`config.mk`:
```
export PLATFORM = sky130hd
export DESIGN_NAME = seg_scan_sched_flat
export DESIGN_NICKNAME = d
export VERILOG_FILES = /design/src/rtl/seg_scan_sched_if.sv /design/src/rtl/seg_scan_sched.sv /design/src/flat_wrapper.sv
export SDC_FILE = /design/constraint.sdc
export NUM_CORES = 1
export LEC_CHECK = 0
export CELL_PAD_IN_SITES_DETAIL_PLACEMENT = 0
export CELL_PAD_IN_SITES_GLOBAL_PLACEMENT = 2
export CORE_ASPECT_RATIO = 0.8
export CORE_UTILIZATION = 35
export DETAILED_ROUTE_END_ITERATION = 12
export HOLD_SLACK_MARGIN = 0.15
export PLACE_DENSITY_LB_ADDON = 0.1
export SYNTH_ARGS = -nofsm -noshare
export SYNTH_HDL_FRONTEND = slang
export SYNTH_SLANG_ARGS = --single-unit
```
`constraint.sdc`:
```
create_clock -name clk -period 2.6 [get_ports clk]
set_clock_uncertainty 0.15 [all_clocks]
set_input_delay 0.52 -clock clk [delete_from_list [all_inputs] [get_ports clk]]
set_output_delay 0.52 -clock clk [all_outputs]
set_load 0.01 [all_outputs]
```
`src/rtl/seg_scan_sched_if.sv`:
```
// Handshake and display-control bundle between the digit-scan scheduler and
// its surroundings (enable/blink control in, digit select and serializer load out).
interface seg_scan_sched_if;
  logic       en;
  logic [5:0] blink_mask;
  logic       ld_busy;
  logic       ovr_clr;
  logic [5:0] sel;
  logic [2:0] digit_idx;
  logic       ld_start;
  logic       blank;
  logic       frame_done;
  logic       overrun;

  modport master (
    output en, blink_mask, ld_busy, ovr_clr,
    input  sel, digit_idx, ld_start, blank, frame_done, overrun
  );

  modport slave (
    input  en, blink_mask, ld_busy, ovr_clr,
    output sel, digit_idx, ld_start, blank, frame_done, overrun
  );
endinterface

```
`src/rtl/seg_scan_sched.sv`:
```
// Six-digit scan scheduler: one-hot digit walk with fixed dwell, one serializer
// load per digit, blink phase generation, frame pulse and sticky overrun flag.
module seg_scan_sched #(
  parameter int CLK_HZ   = 50_000_000,
  parameter int DIGIT_US = 1000,
  parameter int BLINK_MS = 500
) (
  input  logic            clk,
  input  logic            rst,
  seg_scan_sched_if.slave bus
);

  localparam int DW  = CLK_HZ / 1_000_000 * DIGIT_US;
  localparam int BW  = CLK_HZ / 1000 * BLINK_MS;
  localparam int DCW = (DW > 1) ? $clog2(DW) : 1;
  localparam int BCW = (BW > 1) ? $clog2(BW) : 1;

  localparam logic [DCW-1:0] DW_LAST = DCW'(DW - 1);
  localparam logic [BCW-1:0] BW_LAST = BCW'(BW - 1);

  localparam logic [1:0] S_IDLE    = 2'd0;
  localparam logic [1:0] S_ISSUE   = 2'd1;
  localparam logic [1:0] S_DWELL   = 2'd2;
  localparam logic [1:0] S_ADVANCE = 2'd3;

  localparam logic [5:0] SEL_FIRST = 6'b000001;
  localparam logic [2:0] IDX_LAST  = 3'd5;

  logic [1:0]     state_q, state_d;
  logic [5:0]     sel_q, sel_d;
  logic [2:0]     idx_q, idx_d;
  logic           ld_start_q, ld_start_d;
  logic           blank_q, blank_d;
  logic           frame_done_q, frame_done_d;
  logic           overrun_q, overrun_d;
  logic [DCW-1:0] dcnt_q, dcnt_d;
  logic [BCW-1:0] bcnt_q, bcnt_d;
  logic           phase_q, phase_d;
  logic           ovr_set;

  // NOTE: every signal driven here gets a default first, so no path can hold
  // a stale value and infer a latch.
  always_comb begin
    state_d      = state_q;
    sel_d        = sel_q;
    idx_d        = idx_q;
    ld_start_d   = 1'b0;
    blank_d      = blank_q;
    frame_done_d = 1'b0;
    dcnt_d       = dcnt_q;
    ovr_set      = 1'b0;

    case (state_q)
      S_IDLE: begin
        sel_d   = '0;
        idx_d   = '0;
        blank_d = 1'b0;
        if (bus.en) begin
          state_d = S_ISSUE;
          sel_d   = SEL_FIRST;
        end
      end

      S_ISSUE: begin
        if (!bus.ld_busy) begin
          state_d    = S_DWELL;
          ld_start_d = 1'b1;
          dcnt_d     = '0;
          // sel is one-hot on idx, so masking with it picks blink_mask[idx].
          blank_d    = phase_q & |(bus.blink_mask & sel_q);
        end
      end

      S_DWELL: begin
        if (dcnt_q == DW_LAST) begin
          state_d = S_ADVANCE;
          ovr_set = bus.ld_busy;
        end else begin
          dcnt_d = dcnt_q + 1'b1;
        end
      end

      default: begin
        frame_done_d = (idx_q == IDX_LAST);
        if (bus.en) begin
          state_d = S_ISSUE;
          idx_d   = (idx_q == IDX_LAST) ? 3'd0 : idx_q + 3'd1;
          sel_d   = {sel_q[4:0], sel_q[5]};
        end else begin
          state_d = S_IDLE;
          idx_d   = '0;
          sel_d   = '0;
          blank_d = 1'b0;
        end
      end
    endcase
  end

  // Blink counter only runs while scanning is enabled; disabling parks it at phase 0.
  always_comb begin
    bcnt_d  = bcnt_q;
    phase_d = phase_q;
    if (!bus.en) begin
      bcnt_d  = '0;
      phase_d = 1'b0;
    end else if (bcnt_q == BW_LAST) begin
      bcnt_d  = '0;
      phase_d = ~phase_q;
    end else begin
      bcnt_d = bcnt_q + 1'b1;
    end
  end

  // A new overrun in the same cycle as a clear must survive.
  assign overrun_d = ovr_set | (overrun_q & ~bus.ovr_clr);

  // NOTE: sequential state uses non-blocking assignments so every register
  // samples the pre-edge values regardless of statement order.
  always_ff @(posedge clk) begin
    if (rst) begin
      state_q      <= S_IDLE;
      sel_q        <= '0;
      idx_q        <= '0;
      ld_start_q   <= 1'b0;
      blank_q      <= 1'b0;
      frame_done_q <= 1'b0;
      overrun_q    <= 1'b0;
      dcnt_q       <= '0;
      bcnt_q       <= '0;
      phase_q      <= 1'b0;
    end else begin
      state_q      <= state_d;
      sel_q        <= sel_d;
      idx_q        <= idx_d;
      ld_start_q   <= ld_start_d;
      blank_q      <= blank_d;
      frame_done_q <= frame_done_d;
      overrun_q    <= overrun_d;
      dcnt_q       <= dcnt_d;
      bcnt_q       <= bcnt_d;
      phase_q      <= phase_d;
    end
  end

  assign bus.sel        = sel_q;
  assign bus.digit_idx  = idx_q;
  assign bus.ld_start   = ld_start_q;
  assign bus.blank      = blank_q;
  assign bus.frame_done = frame_done_q;
  assign bus.overrun    = overrun_q;

endmodule

```
`src/flat_wrapper.sv`:
```
// flat-port wrapper written by rule: the top's interface ports become plain ports
module seg_scan_sched_flat 
#(
  parameter int CLK_HZ   = 50_000_000,
  parameter int DIGIT_US = 1000,
  parameter int BLINK_MS = 500
)
  (clk, rst, bus_en, bus_blink_mask, bus_ld_busy, bus_ovr_clr, bus_sel, bus_digit_idx, bus_ld_start, bus_blank, bus_frame_done, bus_overrun);
  seg_scan_sched_if bus_i ();
  input  logic clk;
  input  logic rst;
  input wire logic [$bits(bus_i.en)-1:0] bus_en;
  input wire logic [$bits(bus_i.blink_mask)-1:0] bus_blink_mask;
  input wire logic [$bits(bus_i.ld_busy)-1:0] bus_ld_busy;
  input wire logic [$bits(bus_i.ovr_clr)-1:0] bus_ovr_clr;
  output wire logic [$bits(bus_i.sel)-1:0] bus_sel;
  output wire logic [$bits(bus_i.digit_idx)-1:0] bus_digit_idx;
  output wire logic [$bits(bus_i.ld_start)-1:0] bus_ld_start;
  output wire logic [$bits(bus_i.blank)-1:0] bus_blank;
  output wire logic [$bits(bus_i.frame_done)-1:0] bus_frame_done;
  output wire logic [$bits(bus_i.overrun)-1:0] bus_overrun;
  assign bus_i.en = bus_en;
  assign bus_i.blink_mask = bus_blink_mask;
  assign bus_i.ld_busy = bus_ld_busy;
  assign bus_i.ovr_clr = bus_ovr_clr;
  assign bus_sel = bus_i.sel;
  assign bus_digit_idx = bus_i.digit_idx;
  assign bus_ld_start = bus_i.ld_start;
  assign bus_blank = bus_i.blank;
  assign bus_frame_done = bus_i.frame_done;
  assign bus_overrun = bus_i.overrun;
  seg_scan_sched #(.CLK_HZ(CLK_HZ), .DIGIT_US(DIGIT_US), .BLINK_MS(BLINK_MS)) u_core (.clk(clk), .rst(rst), .bus(bus_i));
endmodule
```
==> metrics.md <==
| Metric | Value |
|---|---|
| Initial Util | `37.2%` |
| Via count | `2,580` |
| GR Overflow Total | `0` |
| CP Data Required Time | `2.67 ns` |
| Worst-Margin Slew | `0.555 ns` |
| Crit path DAT | `2.43 ns` |
| Final Hold Fails | `0` |
| Clk sink count | `57` |
| Initial antenna violation count | `0` |
| Core footprint | `7600 um2` |
| Fmax | `424 MHz` |
| Min-delay worst type | `flop to flop` |
| I/O Pins | `24` |
| Mean Syn Cell Area | `8.45 um2` |
| Max Cap Viol | `0` |
| IR drop worst, VDD | `0.389 mV` |
| Setup bufs post-CTS | `0` |
| Final critical-path share of the clock period | `90.8%` |
| Worst-Skew Late Latency | `0.33 ns` |
| Root Driver | `clkbuf_8` |
| Mapped Cells | `335` |
| Row count | `28` |
| Top FF cell, synth | `dfxtp_1` |
| Post-synth EDFFs | `0` |
| H-tree lvl count | `3` |
| Cells resized by post-CTS repair | `0` |
| PD cells | `718 nW/um2` |
| Vias per inst | `5.36` |
| Post-synthesis cell area | `2830 um2` |
| Filler cell count | `788` |
| Crit Path Max Fanout | `13` |
| Final WS setup | `0.240 ns` |
| Startpoint types | `flop` |
| Yosys reg bits | `57` |
| Post-layout util | `45.5%` |
| Chip width | `103 um` |
| CTS Buf Count | `9` |
| Tot GR Track Use | `18.8%` |
| Crit end category | `flop` |
| Share of post-route cells with drive strength above 1 | `10.6%` |
| Vias in the first global route | `2,353` |
| Clock transition at path regs | `0.07 ns` |
| Slew headroom | `62.7%` |
| Status | `complete, no violations` |
| Net Count, Synth | `352` |
| Drt first pass iters | `5` |
| Post-synthesis cell type count | `55` |
| RSZ-0062 raised after global routing | `false` |
| Largest buffer count on any clock path | `2` |
| First-pass GRT wire length | `12.0 mm` |
| N_diodes | `0` |
| Fraction of registers with async set/reset | `0%` |
| Area delta synth->final | `22.3%` |
| Setup tns final | `0 ns` |
| Yosys warns | `0` |
| Hpwl dp | `4.96 mm` |
| Drt initial violations | `119` |
| Final hold slack | `0.329 ns` |
| CTS tree | `yes` |
| Die height | `82.4 um` |
| CTS Hold Bufs | `0` |
| DP Worst Slack | `0.250 ns` |
| Max Slew Vio Count | `0` |
| DRT antenna net count | `0` |
| Pin count of the biggest net entering global routing | `19` |
| Sequential fraction of the synthesis area | `40.3%` |
| I/O Buffers | `23` |
| Pleak | `1.06 nW` |
| Crit Path Class | `flop to flop` |
| Post-layout minimum cycle time | `2.36 ns` |
| Residual DRC count | `0` |
| Final #Nets | `388` |
| Die area | `8450 um2` |
| Routed WL per cell | `14.6 um` |
| Routed WL | `7.02 mm` |
| RePlAce Congestion | `0.761` |
| Final setup viols | `0` |
## cells by family after synthesis
logic type,count (synthesis),share of synthesized area (%)
flops,57,40.3
simple gates,143,28.4
buf+inv,29,3.93
xor+xnor,11,3.40
fa+ha+maj,6,2.65
mux,4,1.81
compound gates,85,19.5
## metrics by stage
step | cell area (um2) | power [mW] | cells
after floorplan | 2830 | 1.41 | 335
after global placement | 3260 | 1.66 | 465
after detailed placement | 3260 | 1.65 | 465
after CTS | 3460 | 2.52 | 481
after global routing | 3460 | 2.64 | 481
final | 3460 | 2.49 | 481
## Yosys cell counts, drive strengths merged (2+ instances only)
master | n | area share (%)
a211oi | 4 | 1.1
a21oi | 23 | 4.1
a22o | 5 | 1.5
a22oi | 3 | 0.80
a311oi | 4 | 1.2
a31oi | 5 | 1.1
a32o | 2 | 0.71
and2 | 2 | 0.44
and4 | 2 | 0.62
buf | 3 | 0.49
clkbuf | 11 | 1.5
dfxtp | 57 | 40
ha | 6 | 2.7
inv | 15 | 2.0
mux2 | 3 | 1.5
nand2 | 23 | 3.1
nand2b | 4 | 0.88
nand3 | 17 | 3.2
nand3b | 3 | 0.80
nand4 | 9 | 2.0
nand4b | 2 | 0.62
nand4bb | 2 | 0.80
nor2 | 27 | 3.6
nor2b | 2 | 0.44
nor3 | 18 | 3.2
nor4 | 5 | 1.6
nor4b | 2 | 0.62
o21ai | 19 | 3.4
o2bb2ai | 3 | 0.93
o31ai | 7 | 1.9
or2 | 3 | 0.66
or3 | 7 | 1.5
or4 | 13 | 3.6
xnor2 | 8 | 2.5
xor2 | 3 | 0.93
## area by class of cell
class                           instances  area (um2)  area share (%)
Timing Repair Buffer                   39         350            10.1
Sequential cell                        57        1140            33.0
Inverter                               15        56.3            1.63
Tap cell                              105         131            3.79
Clock inverter                          6        67.6            1.95
Multi-Input combinational cell        249        1580            45.6
Clock buffer                           10         138            3.98
## final timing paths
check                                      start                              to  slack, ns  depth (start not counted)
setup / recovery  u_core.dcnt_q[11]$_SDFFE_PP0P_  u_core.state_q[1]$_SDFFE_PP0P_       0.24                          4
hold reg to reg   u_core.dcnt_q[15]$_SDFFE_PP0P_  u_core.dcnt_q[15]$_SDFFE_PP0P_       0.33                          2
hold / removal    u_core.dcnt_q[15]$_SDFFE_PP0P_  u_core.dcnt_q[15]$_SDFFE_PP0P_       0.33                          2
setup reg to reg  u_core.dcnt_q[11]$_SDFFE_PP0P_  u_core.state_q[1]$_SDFFE_PP0P_       0.24                          4
## power breakdown
group / internal (mW) / leakage [nW] / switching (mW) / total, mW
logic: 0.283 / 0.510 / 0.401 / 0.683
clock network: 0.468 / 0.0868 / 0.385 / 0.852
registers: 0.908 / 0.460 / 0.0422 / 0.951
## cell usage in the layout (no fill, tap or decap), drive strengths merged, types with 5 or more instances in the layout
cell type       n
nand2          23
clkbuf         10
o31ai           7
ha              6
nand4           9
dfxtp          57
a22o            5
o21ai          19
a21oi          23
buf            16
xnor2           8
inv            15
nand3          17
or3             7
nor2           27
nor4            5
nor3           18
a31oi           5
clkdlybuf4s50  23
or4            13
clkinvlp        5
## state kept, by name, summed over array words and instances (netlist names)
signal	cells
u_core.bus.ld_start	1
u_core.phase_q	1
u_core.bus.digit_idx	3
u_core.state_q	2
u_core.dcnt_q	16
u_core.bcnt_q	25
u_core.bus.overrun	1
u_core.bus.blank	1
u_core.bus.frame_done	1
u_core.bus.sel	6
## metal layers
metal,GRT usage (%),part of all wire [%],vias to the layer above
met2,24.8,38,58
met5,0,0,-
met1,28.4,56,1191
met4,4.71,0.81,0
li1,-,-,1325
met3,6.23,4.8,6
## critical path, cell delays in order, from the launching register on
cell and delay (ns):
dfxtp_1 0.37, or4b_4 0.57, or4_4 0.61, a21o_1 0.25, mux2_4 0.29
Power figures use the tool's default switching activity.
